`config.mk`:
```
export PLATFORM = sky130hd
export DESIGN_NAME = fe2de_ibuf
export DESIGN_NICKNAME = d
export VERILOG_FILES = /design/src/rtl/fe2de_ibuf.sv
export SDC_FILE = /design/constraint.sdc
export NUM_CORES = 1
export LEC_CHECK = 0
export CAP_MARGIN = 0
export CORE_MARGIN = 1.5
export CORE_UTILIZATION = 55
export DETAILED_ROUTE_END_ITERATION = 10
export PLACE_DENSITY = 0.89
export SYNTH_ARGS = -nofsm -noshare
export SYNTH_HDL_FRONTEND = slang
export SYNTH_SLANG_ARGS = --single-unit
```
`constraint.sdc`:
```
create_clock -name clk -period 4.3 [get_ports clk]
set_clock_uncertainty 0.15 [all_clocks]
set_input_delay 0.645 -clock clk [delete_from_list [all_inputs] [get_ports clk]]
set_output_delay 0.645 -clock clk [all_outputs]
set_load 0.05 [all_outputs]
```
`src/rtl/fe2de_ibuf.sv`:
```
// rtl/fe2de_ibuf.sv - fetch-to-decode instruction queue
//
// Purpose: in-order queue of fetched instructions between fetch and decode.
//   Decode stalls are absorbed here, and fetch is held off while the queue is full.
//   Reads are first-word fall-through from storage. There is no same-cycle bypass.
//   A redirect (fet_flush) empties the queue in one cycle.
//
// Ports:
//   clk, cpurst          - core clock, synchronous active-high reset
//   fet_valid            - fetch presents an instruction this cycle
//   rv32_instr_todec     - expanded 32-bit instruction
//   fetch_pc             - PC of that instruction
//   fe2de_rv16           - instruction was compressed
//   predict_bxxtaken     - fetch predicted taken
//   fet_flush            - redirect: drop queued and incoming entries
//   dec_stall            - decode cannot accept this cycle
//   fet_stall            - queue full, fetch must hold
//   de_valid             - head entry valid for decode
//   de_instr/de_pc/de_rv16/de_predict_taken - head entry payload
//   ibuf_count           - registered occupancy, 0..DEPTH

module fe2de_ibuf #(
  parameter int DEPTH = 4,
  parameter int PTRW  = 2
) (
  input  logic            clk,
  input  logic            cpurst,
  input  logic            fet_valid,
  input  logic [31:0]     rv32_instr_todec,
  input  logic [31:0]     fetch_pc,
  input  logic            fe2de_rv16,
  input  logic            predict_bxxtaken,
  input  logic            fet_flush,
  input  logic            dec_stall,
  output logic            fet_stall,
  output logic            de_valid,
  output logic [31:0]     de_instr,
  output logic [31:0]     de_pc,
  output logic            de_rv16,
  output logic            de_predict_taken,
  output logic [PTRW:0]   ibuf_count
);

  localparam logic [31:0]   NOP_INSTR = 32'h0000_0013;
  localparam logic [PTRW:0] FULL_CNT  = (PTRW+1)'(DEPTH);

  // Entry layout: {instr[65:34], pc[33:2], rv16[1], ptaken[0]}
  localparam int EW = 66;

  logic [EW-1:0]   mem_q [DEPTH];
  logic [PTRW-1:0] wptr_q, wptr_d;
  logic [PTRW-1:0] rptr_q, rptr_d;
  logic [PTRW:0]   cnt_q, cnt_d;

  logic full, empty, push, pop;
  logic [EW-1:0] head;

  assign full  = (cnt_q == FULL_CNT);
  assign empty = (cnt_q == '0);

  // Push is gated by full alone, not by a same-cycle pop. This keeps
  // dec_stall out of the fetch-side accept path.
  assign push = fet_valid & ~full & ~fet_flush;
  assign pop  = de_valid & ~dec_stall;

  assign fet_stall  = full;
  assign de_valid   = ~empty & ~fet_flush;
  assign ibuf_count = cnt_q;

  always_comb begin
    wptr_d = wptr_q;
    rptr_d = rptr_q;
    cnt_d  = cnt_q;
    if (fet_flush) begin
      wptr_d = '0;
      rptr_d = '0;
      cnt_d  = '0;
    end else begin
      // Pointers wrap modulo DEPTH by natural overflow.
      if (push) wptr_d = wptr_q + 1'b1;
      if (pop)  rptr_d = rptr_q + 1'b1;
      cnt_d = cnt_q + {{PTRW{1'b0}}, push} - {{PTRW{1'b0}}, pop};
    end
  end

  always_ff @(posedge clk) begin
    if (cpurst) begin
      wptr_q <= '0;
      rptr_q <= '0;
      cnt_q  <= '0;
    end else begin
      wptr_q <= wptr_d;
      rptr_q <= rptr_d;
      cnt_q  <= cnt_d;
    end
  end

  // Payload storage is not reset. Valid tracking is done entirely by cnt.
  always_ff @(posedge clk) begin
    if (push && !cpurst) begin
      mem_q[wptr_q] <= {rv32_instr_todec, fetch_pc, fe2de_rv16, predict_bxxtaken};
    end
  end

  assign head = mem_q[rptr_q];

  // Payload is squashed to a NOP/zero bundle whenever the head is not valid.
  // Decode therefore never latches a stale entry or an uninitialised one.
  always_comb begin
    de_instr         = NOP_INSTR;
    de_pc            = '0;
    de_rv16          = 1'b0;
    de_predict_taken = 1'b0;
    if (de_valid) begin
      de_instr         = head[65:34];
      de_pc            = head[33:2];
      de_rv16          = head[1];
      de_predict_taken = head[0];
    end
  end

endmodule

```
-- After elaboration in Yosys (flattened, before gate mapping)
Memory sizes are Yosys's and may differ from the RTL's. A register that Yosys moved wholly into a read port is not among the register bits.
Cells that the tools add are included.
W data, S select, Z words.
- register bits after elaboration: 7
- bits in latches: 0
- RAM bits: 264
- memory bits (read-only): 0
- input port bits: 71
- output and inout port bits: 71
- logic and storage cells: 29
- memories kept: 1
- add/sub/neg operators: 4
- multipliers: 0
- divide/modulo/power cells: 0
- order comparisons: 0
- equal/unequal tests: 1
- shifts and indexed selects: 0
- muxes and demuxes: 8
- bitwise gates (word level): 8
- reduce and logical (&&, ||, !) cells: 4
- memories (memory ; depth ; width ; read ports ; clocked after Yosys merged registers in ; wr ports ; RTL line ; source):
    mem_q ; 4 ; 66 ; 1 ; 1 ; 1 ; 50 ; logic [EW-1:0] mem_q [DEPTH];
- operators with widths (cell ; count):
    $mux W32 ; 2
    $add A2 B1 Y2 const B ; 2
    $and A1 B1 Y1 ; 4
    $mux W1 ; 4
    $mux W2 ; 2
    $not A1 Y1 ; 4
    $add A3 B1 Y3 ; 1
    $eq A3 B3 Y1 const B ; 1
    $logic_not A3 Y1 ; 1
    $sub A3 B1 Y3 ; 1
    $reduce_or A2 Y1 ; 1
    $logic_and A1 B1 Y1 ; 1
    $logic_not A1 Y1 ; 1

-- Depth between registers and ports, before layout
- word-level depth: 7
- depth in mapped cells: 9
- depth with buffers taken out: 9

-- Worst setup path after synthesis
Ideal clock, no wire load.
- kind: register to register
- start: reg cnt_q[2], in the netlist ibuf_count[2]
- end: mem mem_q[0][0] (enable)
- library setup time: 0.556 ns
- data arrival time: 3.259 ns
- data required time: 3.594 ns
- setup slack: 0.335 ns
- stages on the path, launching flop included: 4
- buffers on the path: 0
- period minus slack after synthesis: 3.965 ns
- cells stage by stage: dfxtp_1 -> nor3b_1 -> nor2_1 -> and3_1
- cells in the longest elaborated chain, start to end: 7
- ends and longest elaborated chain (element ; RTL line ; source):
    start: declaration ; 53 ; logic [PTRW:0] cnt_q, cnt_d;
    start signal: assignment ; 94 ; cnt_q <= cnt_d;
    $eq A3 B3 Y1 ; 58 ; assign full = (cnt_q == FULL_CNT);
    net fet_stall ; 35 ; output logic fet_stall,
    $not A1 Y1 ; 63 ; assign push = fet_valid & ~full & ~fet_flush;
    $and A1 B1 Y1 (2 in a row) ; 63 ;
    $logic_and A1 B1 Y1 ; 100 ; if (push && !cpurst) begin
    $mux W1 ; 100 ;
    $mux W1 (implied by the code) ; 101 ; mem_q[wptr_q] <= {rv32_instr_todec, fetch_pc, fe2de_rv16, predict_bxxtaken};
    end: declaration ; 50 ;
The timed path passes the listed nets, and every way through them passes these cells.

==> run_results.csv <==
group,metric,value,unit
timing,final_max_slew_viol_count,0,
die,ios,142,
detailed_routing,wl_per_cell,20.96,µm
detailed_routing,vias,4938,
timing,tns,0,ns
hold_path,hold_depth,2,
cts,hold_buffers,0,
die,die_area,19840,µm²
critical_path,critical_path.max_fanout,25,
grt,grtUsageTotal,0.1911,
timing,worst_pin_slew,0.7054,ns
final_layout,layout_common_cells,"edfxtp_1 (264), clkdlybuf4s50_1 (140), mux4_2 (66)",
flow_run,cap_violations,0,
placement,place.gp.congestion,0.7577,
final_layout,syn2layout_area_growth,24.38,%
critical_path,cp-start-kind,"flop",
logic_synthesis,yosys.area.top_type,"edfxtp_1",
final_layout,nets,704,
cts,worstSkewPairLatency,0.51,ns
cts,cts_tree,"built",
timing,relSlewSlack,0.5280,
pwr,p_seq_frac,0.553,
logic_synthesis,syn_nets,548,
logic_synthesis,ys_ff_latch,273,
logic_synthesis,synth_mux_area_frac,0.1442,
logic_synthesis,syn_area,10450,µm²
grt,grt_antenna_before_repair,0,
hold_path,min_from,"rptr_q[1]",
placement,place_inst,832,
critical_path,worstPathArrival,3.06,ns
pwr,ir_drop,0.0003535,V
pwr,p_leak,4.089,nW
grt,globalRouteOverflowTotal,0,
cts,htree_num_levels,1,
pwr,swShare,0.1910,
cts,numCtsBuffers,26,
timing,finalSetupViolations,0,
critical_path,worstPathRequired,3.50,ns
logic_synthesis,netlist.area_leader.share,0.7586,
final_layout,layout-drive-gt1-share,0.1838,
cts,ctsLongestPathBuffers,3,
die,die-height,140.8,µm
detailed_routing,drtAntennaViolNets,0,
logic_synthesis,synth_xor_xnor_area_share,0.001676,
final_layout,final_util,0.6972,
cts,cts.sink_count,273,
die,die-width,140.8,µm
grt,grt_pass1_wl,29060,µm
detailed_routing,routed_wl,18360,µm
logic_synthesis,netlist_top_cells_area,"edfxtp_1 (76%), mux4_2 (14%), and2_1 (3.9%), dfxtp_1 (1.7%), ha_1 (0.72%)",
detailed_routing,dr.pass1.iters,4,
logic_synthesis,synth_top_family_by_area,"multiplexers",
logic_synthesis,synth_compound_area_frac,0.003352,
pwr,combPwrFrac,0.051,
placement,hpwlAfterDp,11160,µm
critical_path,r2r_slack,1.72,ns
grt,grt_max_degree,40,
detailed_routing,via_per_inst,5.637,
pwr,pwr-share-clk,0.397,
logic_synthesis,synth-simple-area-share,0.05125,
timing,final.period_utilization,0.8963,
critical_path,crit_type,"reg2out",
detailed_routing,drt-initial-drc-count,272,
timing,hold_violations,0,
die,rows,50,
run_status,status,"complete, no violations",
cts,cts-root-buf,"clkbuf_16",
final_layout,n_antenna_cell,0,
cts,cts_resized,0,
final_layout,stdcell_count,876,
logic_synthesis,syn_avg_cell_area,22.23,µm²
logic_synthesis,synth_warnings,0,
die,core_area,18640,µm²
die,start_util,0.5605,
logic_synthesis,yosysUniqueCellTypes,24,
final_layout,final_common_cell,"edfxtp_1",
critical_path,r2r_cells,9,
critical_path,worstSetupEndpointType,"output pin",
cts,post-cts-setup-buffer-count,0,
pwr,p_int,4.325,mW
pwr,power_density,411.3,nW/µm²
critical_path,timing.rr.end,"ibuf_count[2]",
logic_synthesis,synth-adder-area-share,0.009100,
placement,io_buffers,141,
cts,cts.clk_slew.worst_paths,0.06,ns
logic_synthesis,ys_seq_area_frac,0.7759,
hold_path,min_path_type,"reg2reg",
grt,grt_pass1_vias,5434,
logic_synthesis,syn_inst,470,
timing,period_needed,3.854,ns
timing,rsz0062_at_grt,"no",
critical_path,r2r_start,"ibuf_count[1]",
detailed_routing,drc,0,
pwr,power.net_switching,1.021,mW
timing,fmax,259.5,MHz
synth_stat cells, drive strengths merged:
master / instances
or4: 1
o31ai: 1
buf: 13
and3: 4
and2: 65
o21ai: 1
clkbuf: 9
nor4b: 1
nand2: 3
ha: 6
mux2i: 2
nor3b: 1
fa: 1
a21boi: 3
xnor2: 2
nor3: 3
edfxtp: 264
mux4: 66
dfxtp: 9
or3: 6
nor2: 3
inv: 6
power by group through the flow:
stage	Sequential [mW]	Clock (mW)	Combinational (mW)
3_5_place_dp	3.01	0	0.273
4_1_cts	2.95	2.18	0.274
6_report	2.95	2.12	0.272
5_1_grt	2.95	2.27	0.289
3_3_place_gp	3.01	0	0.264
2_1_floorplan	3.01	0	0.125
state kept, by name, indices dropped and copies added (netlist names), named ones only:
register,cells
ibuf_count,3
rptr_q,2
wptr_q,2
mem_q,264
worst max path at each step:
| stage | from | to | cells past startpoint |
|---|---|---|---|
| 6_report | flop | de_instr[2] | 4 |
| 3_5_place_dp | fet_flush | de_instr[20] | 5 |
| 4_1_cts | flop | de_instr[2] | 4 |
| 3_3_place_gp | fet_flush | de_pc[25] | 5 |
| 5_1_grt | flop | de_instr[2] | 4 |
| 2_1_floorplan | ibuf_count[2] | mem_q[0][0] | 3 |
routing by layer:
layer  vias to the layer above  part of all wire  track usage
met5                         -                 0            0
met4                         0             0.017      0.05044
met3                        23             0.060      0.04042
met2                       161              0.53       0.3466
met1                      2531              0.39       0.2347
li1                       2223                 -            -
critical path: stages, from the launching register on:
cell	delay, ns
dfxtp_4	0.69
buf_4	0.38
mux4_2	0.56
and2_1	0.18
clkdlybuf4s50_1	0.71
logic make-up after synthesis:
family / Yosys count
DFF: 273
AOI/OAI and AO/OA: 5
xor gates and xnor gates: 2
muxes: 68
and+or+nand+nor: 87
buffers and inverters: 28
adders and majority gates: 7
per-stage QoR:
stage	setup slack, ns	cell area (µm²)	hold slack (ns)	power, mW
floorplan	0.3351	10450	0.2959	3.138
global route	0.2494	13000	0.3669	5.519
CTS	0.3419	13000	0.3580	5.408
global placement	0.7878	12200	0.3111	3.271
finish	0.4461	13000	0.3482	5.346
detailed placement	0.6846	12200	0.3265	3.284
final cells by class:
cell class	count	area, µm²
repair buffers	150	1551
flip-flops and latches	273	8115
clock inverters	11	100.1
clock buffers	33	698.2
multi-input cells	169	2217
fillers	1147	5645
well taps	234	292.8
inverters	6	22.52
Power figures use the tool's default switching activity.
